File: src/rtl/fft_frame_loader.sv
// Serial-to-parallel frame loader for an 8-point FFT: collects eight complex
// samples, aligned on s_first, and presents them on x0..x7 with a one-cycle en strobe.
module fft_frame_loader #(
  parameter int DW = 24
) (
  input  logic          clk,
  input  logic          rst_n,
  input  logic          s_valid,
  input  logic          s_first,
  input  logic [DW-1:0] s_real,
  input  logic [DW-1:0] s_imag,
  output logic          s_ready,
  output logic          en,
  output logic [DW-1:0] x0_real,
  output logic [DW-1:0] x0_imag,
  output logic [DW-1:0] x1_real,
  output logic [DW-1:0] x1_imag,
  output logic [DW-1:0] x2_real,
  output logic [DW-1:0] x2_imag,
  output logic [DW-1:0] x3_real,
  output logic [DW-1:0] x3_imag,
  output logic [DW-1:0] x4_real,
  output logic [DW-1:0] x4_imag,
  output logic [DW-1:0] x5_real,
  output logic [DW-1:0] x5_imag,
  output logic [DW-1:0] x6_real,
  output logic [DW-1:0] x6_imag,
  output logic [DW-1:0] x7_real,
  output logic [DW-1:0] x7_imag,
  output logic          frame_err,
  output logic [15:0]   drop_cnt,
  output logic [15:0]   frame_cnt
);

  typedef enum logic {
    IDLE = 1'b0,
    FILL = 1'b1
  } state_e;

  state_e        state_q, state_d;
  logic [2:0]    idx_q, idx_d;
  logic          s_ready_q, s_ready_d;
  logic          en_q, en_d;
  logic          frame_err_q, frame_err_d;
  logic [15:0]   drop_cnt_q, drop_cnt_d;
  logic [15:0]   frame_cnt_q, frame_cnt_d;
  logic [DW-1:0] x_re_q [8];
  logic [DW-1:0] x_re_d [8];
  logic [DW-1:0] x_im_q [8];
  logic [DW-1:0] x_im_d [8];
  logic [DW-1:0] stg_re_q [7];
  logic [DW-1:0] stg_re_d [7];
  logic [DW-1:0] stg_im_q [7];
  logic [DW-1:0] stg_im_d [7];
  logic          accept;

  assign accept = s_valid & s_ready_q;

  always_comb begin
    // NOTE: every output of this block gets a default first so no path infers a latch.
    state_d     = state_q;
    idx_d       = idx_q;
    s_ready_d   = 1'b1;
    en_d        = 1'b0;
    frame_err_d = 1'b0;
    drop_cnt_d  = drop_cnt_q;
    frame_cnt_d = frame_cnt_q;
    x_re_d      = x_re_q;
    x_im_d      = x_im_q;
    stg_re_d    = stg_re_q;
    stg_im_d    = stg_im_q;

    if (accept) begin
      unique case (state_q)
        IDLE: begin
          if (s_first) begin
            stg_re_d[0] = s_real;
            stg_im_d[0] = s_imag;
            idx_d       = 3'd1;
            state_d     = FILL;
          end else if (drop_cnt_q != 16'hFFFF) begin
            drop_cnt_d = drop_cnt_q + 16'd1;
          end
        end
        FILL: begin
          if (s_first) begin
            // A new frame start while filling abandons the partial frame.
            frame_err_d = 1'b1;
            stg_re_d[0] = s_real;
            stg_im_d[0] = s_imag;
            idx_d       = 3'd1;
          end else if (idx_q == 3'd7) begin
            for (int i = 0; i < 7; i++) begin
              x_re_d[i] = stg_re_q[i];
              x_im_d[i] = stg_im_q[i];
            end
            x_re_d[7]   = s_real;
            x_im_d[7]   = s_imag;
            en_d        = 1'b1;
            frame_cnt_d = frame_cnt_q + 16'd1;
            idx_d       = 3'd0;
            state_d     = IDLE;
          end else begin
            stg_re_d[idx_q] = s_real;
            stg_im_d[idx_q] = s_imag;
            idx_d           = idx_q + 3'd1;
          end
        end
        default: state_d = IDLE;
      endcase
    end
  end

  always_ff @(posedge clk or negedge rst_n) begin
    // NOTE: state registers use non-blocking assignments so all flops update together.
    if (!rst_n) begin
      state_q     <= IDLE;
      idx_q       <= 3'd0;
      s_ready_q   <= 1'b0;
      en_q        <= 1'b0;
      frame_err_q <= 1'b0;
      drop_cnt_q  <= 16'd0;
      frame_cnt_q <= 16'd0;
      for (int i = 0; i < 8; i++) begin
        x_re_q[i] <= '0;
        x_im_q[i] <= '0;
      end
    end else begin
      state_q     <= state_d;
      idx_q       <= idx_d;
      s_ready_q   <= s_ready_d;
      en_q        <= en_d;
      frame_err_q <= frame_err_d;
      drop_cnt_q  <= drop_cnt_d;
      frame_cnt_q <= frame_cnt_d;
      x_re_q      <= x_re_d;
      x_im_q      <= x_im_d;
    end
  end

  // NOTE: staging storage is deliberately left unreset; it is always written before being read.
  always_ff @(posedge clk) begin
    stg_re_q <= stg_re_d;
    stg_im_q <= stg_im_d;
  end

  assign s_ready   = s_ready_q;
  assign en        = en_q;
  assign frame_err = frame_err_q;
  assign drop_cnt  = drop_cnt_q;
  assign frame_cnt = frame_cnt_q;

  assign x0_real = x_re_q[0];
  assign x0_imag = x_im_q[0];
  assign x1_real = x_re_q[1];
  assign x1_imag = x_im_q[1];
  assign x2_real = x_re_q[2];
  assign x2_imag = x_im_q[2];
  assign x3_real = x_re_q[3];
  assign x3_imag = x_im_q[3];
  assign x4_real = x_re_q[4];
  assign x4_imag = x_im_q[4];
  assign x5_real = x_re_q[5];
  assign x5_imag = x_im_q[5];
  assign x6_real = x_re_q[6];
  assign x6_imag = x_im_q[6];
  assign x7_real = x_re_q[7];
  assign x7_imag = x_im_q[7];

endmodule

File: config.mk
export PLATFORM = sky130hd
export DESIGN_NAME = fft_frame_loader
export DESIGN_NICKNAME = d
export VERILOG_FILES = /design/src/rtl/fft_frame_loader.sv
export SDC_FILE = /design/constraint.sdc
export NUM_CORES = 1
export LEC_CHECK = 0
export CAP_MARGIN = 40
export CORE_MARGIN = 10
export CORE_UTILIZATION = 44
export CTS_BUF_LIST = sky130_fd_sc_hd__clkbuf_8 sky130_fd_sc_hd__clkbuf_16
export DETAILED_ROUTE_END_ITERATION = 8
export DONT_BUFFER_PORTS = 1
export PLACE_DENSITY = 0.67
export SYNTH_ARGS = -nofsm -noshare
export SYNTH_HDL_FRONTEND = slang
export SYNTH_SLANG_ARGS = --single-unit
File: constraint.sdc
create_clock -name clk -period 5.8 [get_ports clk]
set_input_delay 1.16 -clock clk [delete_from_list [all_inputs] [get_ports clk]]
set_output_delay 1.16 -clock clk [all_outputs]
set_load 0.1 [all_outputs]
# Yosys cells after proc, flatten, opt, wreduce, memory -nomap -nowiden
# Index checks and enable logic that the tools add are counted.
[word_totals]
regBits = 759
latchBits = 0
ramBits = 0
romBits = 0
in_bits = 52
output_inout_bits = 419
wordCells = 83
memories = 0
[classes]
n_addsub = 3
n_mul = 0
div_mod_pow = 0
n_lt_le_gt_ge = 2
eq_ne = 4
n_shift = 0
muxes = 26
bitwise_logic = 5
reduce_logical = 6
[ops]
columns = ["cell", "n"]
rows = [
  ["$bwmux W168", 2],
  ["$mux W168", 2],
  ["$mux W24", 5],
  ["$pmux W24 S2", 2],
  ["$demux W24 S3", 1],
  ["$add A16 B1 Y16 const B", 2],
  ["$ne A16 B16 Y1 const B", 1],
  ["$reduce_and A4 Y1", 3],
  ["$mux W1", 9],
  ["$mux W3", 3],
  ["$pmux W3 S2", 1],
  ["$ge A4 B4 Y1 const B", 1],
  ["$lt A4 B1 Y1 const B", 1],
  ["$not A3 Y4", 1],
  ["$add A3 B1 Y3 const B", 1],
  ["$eq A3 B3 Y1 const B", 1],
  ["$ne A3 B3 Y1 const B", 1],
  ["$not A1 Y1", 3],
  ["$reduce_and A3 Y1", 1],
  ["$ne A2 B2 Y1 const B", 1],
  ["$pmux W1 S2", 1],
  ["$reduce_and A2 Y1", 1],
  ["$and A1 B1 Y1", 1],
  ["$logic_and A1 B1 Y1", 1],
]

# Depth between registers and ports, before layout
# Gate-level depths: netlist of run 1.
[logic_depth]
word_depth = 9
ltp_mapped = 8
ltp_nobuf = 6

# Worst setup path after synthesis of run 1
# Ideal clock, no wire load.
[synth_path]
path_type = "input to register"
startpoint = "input port s_first"
endpoint = "register stg_im_q[120] in the netlist's numbering (enable)"
setup_ns = 0.513
arrival_ns = 5.267
required_time_ns = 5.287
slack_ns = 0.020
path_stages = 4
path_buffers = 1
cell_sequence = "buf_6 > nand4b_4 > or3b_2 > nor3_1"
[synth_via]
elab_chain_cells = 2
[synth_lines]
columns = ["item", "line_no", "rtl"]
rows = [
  ["from (decl)", "9", "input logic s_first,"],
  ["$not A1 Y1 (no source line)", "--", ""],
  ["$reduce_and A4 Y1 (no source line)", "--", ""],
  ["to (signal assigned)", "144", "stg_im_q <= stg_im_d;"],
  ["to (decl)", "53", "logic [DW-1:0] stg_im_q [7];"],
]
# No other way between the ends.
# A chain may end at the register's enable or synchronous reset.

# Worst setup path in the final report of run 1
[layout_path]
startpoint = "register idx_q[1]"
endpoint = "register stg_im_q[101] in the netlist's numbering (enable)"
[layout_via]
elab_chain_cells = 3
[layout_lines]
columns = ["item", "line_no", "rtl"]
rows = [
  ["from (decl)", "41", "logic [2:0] idx_q, idx_d;"],
  ["from (signal assigned)", "130", "idx_q <= idx_d;"],
  ["$eq A3 B3 Y1", "92", "end else if (idx_q == 3'd7) begin"],
  ["$not A1 Y1 (no source line)", "--", ""],
  ["$reduce_and A4 Y1 (no source line)", "--", ""],
]
# No other way between the ends.

==> impl_metrics.ini, run 1 <==
[cts]
insertion_delay_ps = 630
cts_setup_buffers = 0
htreeDepth = 3
holdBufCountCts = 0
clock_sinks = 759
path_clk_slew_ps = 60
cts_buffers = 78
cts_tree = yes
cts-root-buf = clkbuf_16
cts_resized = 0
clock_path_buffers = 3

[routing]
antenna_left = 0
viasPerCell = 5.40
wl_mm = 85.4
post_drt_wl_per_cell_um = 31.7
firstDrtPassIters = 5
vias = 14500
drt_iter0_drc = 1094
post-route-drc-count = 0

[grt]
grt_pass1_vias = 16300
grt_overflow_total = 0
grt_use_total = 0.239
grt_pass1_wl_mm = 123
grt_max_degree = 424
antenna_found_initial = 1

[sta]
min_period_over_period = 0.583
setup_viol = 0
min_period_ps = 3380
slew_viol_final = 0
timing.fmax_mhz = 296
worstMarginPinSlew_ps = 1110
relSlewSlack = 0.257
final_hold_viol_count = 0
clock_skew_ps = 32.5
fin_tns_setup_ps = 0
rsz0062_at_grt = no

[setup_path]
crit_cells = 5
r2r-start = idx_q[1]$_DFFE_PN0P_
crit_required_ps = 6040
crit_start = idx_q[1]$_DFFE_PN0P_
arrival_ps = 3620
cp_num_buf_inv = 1
critPathCaptureType = flip-flop
crit_family = simple AND/OR/NAND/NOR gates
rr_worst_depth = 5
worst_path_largest_cell_delay_ps = 700
cp_common_cell = ha_1
start_kind = flip-flop
worstSetupPathType = reg2reg
slowest_stage = nor2_4
cp_cell_sequence = ha_1 -> ha_1 -> or3_1 -> nor2_4 -> buf_4
cp_max_fo = 28
r2r_end = stg_im_q[101]$_DFFE_PP_
r2r_slack_ps = 2420

[floorplanning]
start_util = 0.443
std_cell_rows = 90
dieArea_sq_mm = 0.0706
die_x_um = 266
ioPinCount = 471
core-area_sq_mm = 0.0600
die_h_um = 266

[logic_synthesis]
synthCells = 1375
ys_warn_count = 0
synth_fp_nets = 1431
synth.cell_area_sq_mm = 0.0266
synth_area_leaders = dfrtp_1 (40%), edfxtp_1 (38%), mux2_2 (16%)
synth_seq_cells = 759
synth_cell_types = 43
async_reset_ff_frac = 0.557
synth_largest_area_cell = dfrtp_1
syn_avg_cell_area_sq_um = 19.3
synth_enable_flop_cells = 336
synthFlopType = dfrtp_1
yosysTopAreaCellShare = 0.398
ys_seq_area_frac = 0.778

[cells_and_area]
post-route-util = 0.693
fin_nets = 1899
area_growth_pct = 56.6
drive_gt1_frac = 0.502

[place]
port_buffers = 0
gp_congestion = 0.775
hpwlAfterDp_mm = 57.5

[power_and_ir_drop]
p_total_w = 0.0207
powerDensity_mw_per_mm2 = 497
p_leak_nw = 17.7
vdd_drop_max_v = 0.000322

[status]
status = completed

[min_path]
hp-class = in2async

[flow_run]
cap_violations = 0
-- metrics by stage --
| step | instances | setup slack (ps) | hold slack (ps) | cell area [sq um] |
|---|---|---|---|---|
| CTS | 2683 | 2400 | 233 | 41400 |
| global placement | 2121 | 2150 | 455 | 27400 |
| global route | 2689 | 2330 | 229 | 41600 |
| finish | 2690 | 2420 | 280 | 41600 |
| floorplan | 1375 | 20.4 | 454 | 26600 |
| detailed placement | 2539 | 2100 | 463 | 38900 |
-- state kept, by name (all words and copies together) (netlist names), 24 cells and up --
name,cells
stg_im_q,168
x4_imag,24
x3_real,24
x5_imag,24
x0_imag,24
x3_imag,24
x2_imag,24
x4_real,24
x0_real,24
x7_imag,24
x6_imag,24
x1_imag,24
x7_real,24
x6_real,24
x1_real,24
stg_re_q,168
x5_real,24
x2_real,24
-- cells in the mapped netlist (2+ instances only) --
cell type  instances
dfrtp_1          423
mux2_2           385
edfxtp_1         336
nor2b_1           37
buf_4             33
xor2_1            21
nand2_1           16
and2b_1           13
nand3_1           11
nor2_1            11
buf_2             10
nor3_1            10
xnor2_1            9
clkbuf_1           7
nand4_1            7
nor4_1             6
ha_1               4
nor3b_1            4
and3_1             3
a31oi_1            2
nand2b_1           2
o21ai_0            2
or2_2              2
or3_1              2
-- worst reg2reg max path: cells and delay by family, from the launching register on --
kind	cells	cell delay, ps
simple gates	2	1230
buf+inv	1	650
fa+ha+maj	2	560
flops	1	510
-- cells in the final DEF (no fill, tap or decap), types with 3 or more instances in the layout --
cell type,synthesis,final
ha_1,4,4
nor2_4,0,7
xnor2_1,9,9
inv_1,1,20
nand3_1,11,11
clkinvlp_4,0,5
nor3_1,10,9
buf_16,0,421
dfrtp_1,423,423
nor3b_1,4,3
nor4_1,6,6
edfxtp_1,336,336
clkinv_2,0,13
nor2b_1,37,37
nand4_1,7,7
and2b_1,13,13
buf_12,0,5
inv_6,0,4
nand2_1,16,16
mux2_2,385,385
xor2_1,21,21
clkbuf_8,0,3
clkinv_1,0,11
bufinv_16,0,7
nor2_1,11,4
buf_4,33,11
clkbuf_16,0,80
and3_1,3,3
-- kinds of logic after synthesis --
logic type	after synthesis	synth area share
buf+inv	52	0.0128
compound gates	8	0.00198
flops	759	0.778
fa+ha+maj	4	0.00188
xor+xnor	30	0.00989
other cells	1	0.000141
simple gates	135	0.0316
mux	386	0.164
-- power breakdown --
group	total [W]	switching [W]	internal, W
sequential	0.00731	0.00103	0.00628
clock	0.00499	0.00213	0.00286
combinational	0.00836	0.00497	0.00338
-- routing by layer --
layer	global-route usage	routed length (um)
met1	0.250	28600
met2	0.454	48800
met3	0.0584	4960
met4	0.0882	3020
met5	0	0
-- layout make-up --
class                   instances  area, sq um
repair buffers                439        11800
clock inverters                61          485
multi-input cells             564         5620
fillers                      3242        18400
well taps                     782          978
diodes                          1         2.50
clock buffers                  83         2040
inverters                       1         3.75
flip-flops and latches        759        20700
-- worst max-delay path by stage --
stage,to,slack [ps]
finish,stg_im_q[101]$_DFFE_PP_,2420
global route,stg_im_q[101]$_DFFE_PP_,2330
CTS,stg_im_q[61]$_DFFE_PP_,2400
detailed placement,stg_im_q[56]$_DFFE_PP_,2100
global placement,stg_im_q[95]$_DFFE_PP_,2150
floorplan,stg_im_q[120]$_DFFE_PP_,20
No activity file was read; power rests on OpenSTA's default activity.
==> inputs of run 2 (changes only) <==
==> constraint.sdc (replaced) <==
create_clock -name clk -period 3.4 [get_ports clk]
set_input_delay 0.68 -clock clk [delete_from_list [all_inputs] [get_ports clk]]
set_output_delay 0.68 -clock clk [all_outputs]
set_load 0.1 [all_outputs]
==> run 2 against run 1 <==
Net effect:
- the flow now finishes with violations (hold timing, slew limit)
- final cell count grew 0.19%
- clock power grew 77%
- worst hold slack lost 490 ps
- sequential share of layout area grew 0.44 points
- first-iteration DRC count shrank 10%
- largest cell class unchanged
- highest routed layer unchanged
==> impl_metrics.ini, run 2 (synthesis results as in run 1) <==
[grt]
grt_pass1_wl_mm = 120
antenna_found_initial = 1
grt_pass1_vias = 16700
grt_use_total = 0.233
grt_max_degree = 424
grt_overflow_total = 0

[sta]
relSlewSlack = -0.618
setup_viol = 0
final_hold_viol_count = 114
timing.fmax_mhz = 381
rsz0062_at_grt = no
min_period_over_period = 0.772
clock_skew_ps = 29.4
min_period_ps = 2620
hold-worst-slack_ps = -213
worstMarginPinSlew_ps = 2430
slew_viol_final = 241

[power_and_ir_drop]
p_total_w = 0.0355
powerDensity_mw_per_mm2 = 860
p_leak_nw = 17.6
vdd_drop_max_v = 0.000519

[cts]
insertion_delay_ps = 630
cts_setup_buffers = 0
clock_path_buffers = 3
htreeDepth = 3
clock_sinks = 759
path_clk_slew_ps = 60
cts-root-buf = clkbuf_16
cts_buffers = 80
cts_tree = yes
cts_resized = 0

[setup_path]
crit_family = buffers and inverters
slowest_stage = dfrtp_1
crit_required_ps = 3880
critPathCaptureType = flip-flop
worst_path_largest_cell_delay_ps = 510
cp_max_fo = 51
start_kind = flip-flop
cp_common_cell = ha_1
cp_cell_sequence = ha_1 -> ha_1 -> inv_1 -> nor2_4 -> buf_12 -> buf_4 -> mux2_2
arrival_ps = 3110
cp_num_buf_inv = 3
worstSetupPathType = reg2reg

[place]
dp.cells = 2541
port_buffers = 0
gp_congestion = 0.779
hpwlAfterDp_mm = 54.6

[floorplanning]
ioPinCount = 471
die_x_um = 266
core-area_sq_mm = 0.0600
start_util = 0.443
die_h_um = 266
dieArea_sq_mm = 0.0706
std_cell_rows = 90

[routing]
viasPerCell = 5.43
firstDrtPassIters = 5
antenna_left = 0
wl_mm = 82.9
drt_iter0_drc = 984
post_drt_wl_per_cell_um = 30.8
vias = 14600
post-route-drc-count = 0

[cells_and_area]
regArea_sq_mm = 0.0207
n_antenna_cell = 0
multi_input_area_sq_mm = 0.00563
final_cell_mix = dfrtp_1 (423), buf_16 (391), mux2_2 (385)
reg_top3 = stg_im_q: 168 flops, stg_re_q: 168 flops
layout_commonest_cell = dfrtp_1
fillers = 3303
fin_cells = 2695
fin_nets = 1902
drive_gt1_frac = 0.508
area_growth_pct = 55.2

[min_path]
hp-class = in2async

[status]
violations = hold timing, slew limit
status = complete, but fails checks

[flow_run]
cap_violations = 0
==> run 2: worst paths after layout <==
| path | slack (ps) | start | end | depth (start not counted) |
|---|---|---|---|---|
| setup / recovery | 780 | idx_q[1]$_DFFE_PN0P_ | x4_imag[3]$_DFFE_PN0P_ | 7 |
| hold / removal | -210 | rst_n | x4_imag[6]$_DFFE_PN0P_ | 0 |
| setup reg to reg | 780 | idx_q[1]$_DFFE_PN0P_ | x4_imag[3]$_DFFE_PN0P_ | 7 |
| hold reg to reg | 460 | stg_im_q[144]$_DFFE_PP_ | x0_imag[0]$_DFFE_PN0P_ | 1 |
| max in group asynchronous | 1710 | rst_n | idx_q[1]$_DFFE_PN0P_ | 0 |
| min in group clk | 140 | s_imag[19] | stg_im_q[67]$_DFFE_PP_ | 0 |
==> run 2: routing by layer <==
layer	routed length [um]	GRT usage	vias to the layer above
li1	-	-	5999
met1	27400	0.239	7833
met5	0	0	-
met2	47000	0.441	606
met4	3750	0.107	0
met3	4730	0.0553	183
==> run 2: area by class of cell <==
cell class                 count  share of cell area
sequential                   759               0.501
inverter                       1           0.0000910
clock inverter                57              0.0122
clock buffer                  92              0.0528
timing repair buffer         440               0.273
tap                          782              0.0237
multi-input combinational    564               0.137
==> run 2: worst register-to-register path: cells and delay by family (launching register included) <==
family | cells | cell delay [ps]
fa+ha+maj | 2 | 450
buf+inv | 3 | 910
flops | 1 | 510
mux | 1 | 440
simple gates | 1 | 190
==> run 2: power by group <==
| part | switching, W | internal [W] | total, W |
|---|---|---|---|
| sequential | 0.00170 | 0.0107 | 0.0124 |
| combinational | 0.00848 | 0.00570 | 0.0142 |
| clock | 0.00371 | 0.00515 | 0.00885 |
| total | 0.0139 | 0.0216 | 0.0355 |
==> run 2: stage by stage <==
stage / area, sq um / setup TNS, ps / setup slack (ps) / hold WS, ps / util
after detailed placement: 38400 / 0 / 763 / 403 / 0.640
after floorplan: 26600 / -130710 / -674 / 384 / -
after CTS: 41100 / 0 / 772 / -253 / 0.685
after global routing: 41200 / 0 / 681 / -249 / 0.687
after global placement: 27800 / 0 / 799 / 406 / 0.463
final: 41200 / 0 / 776 / -213 / 0.687
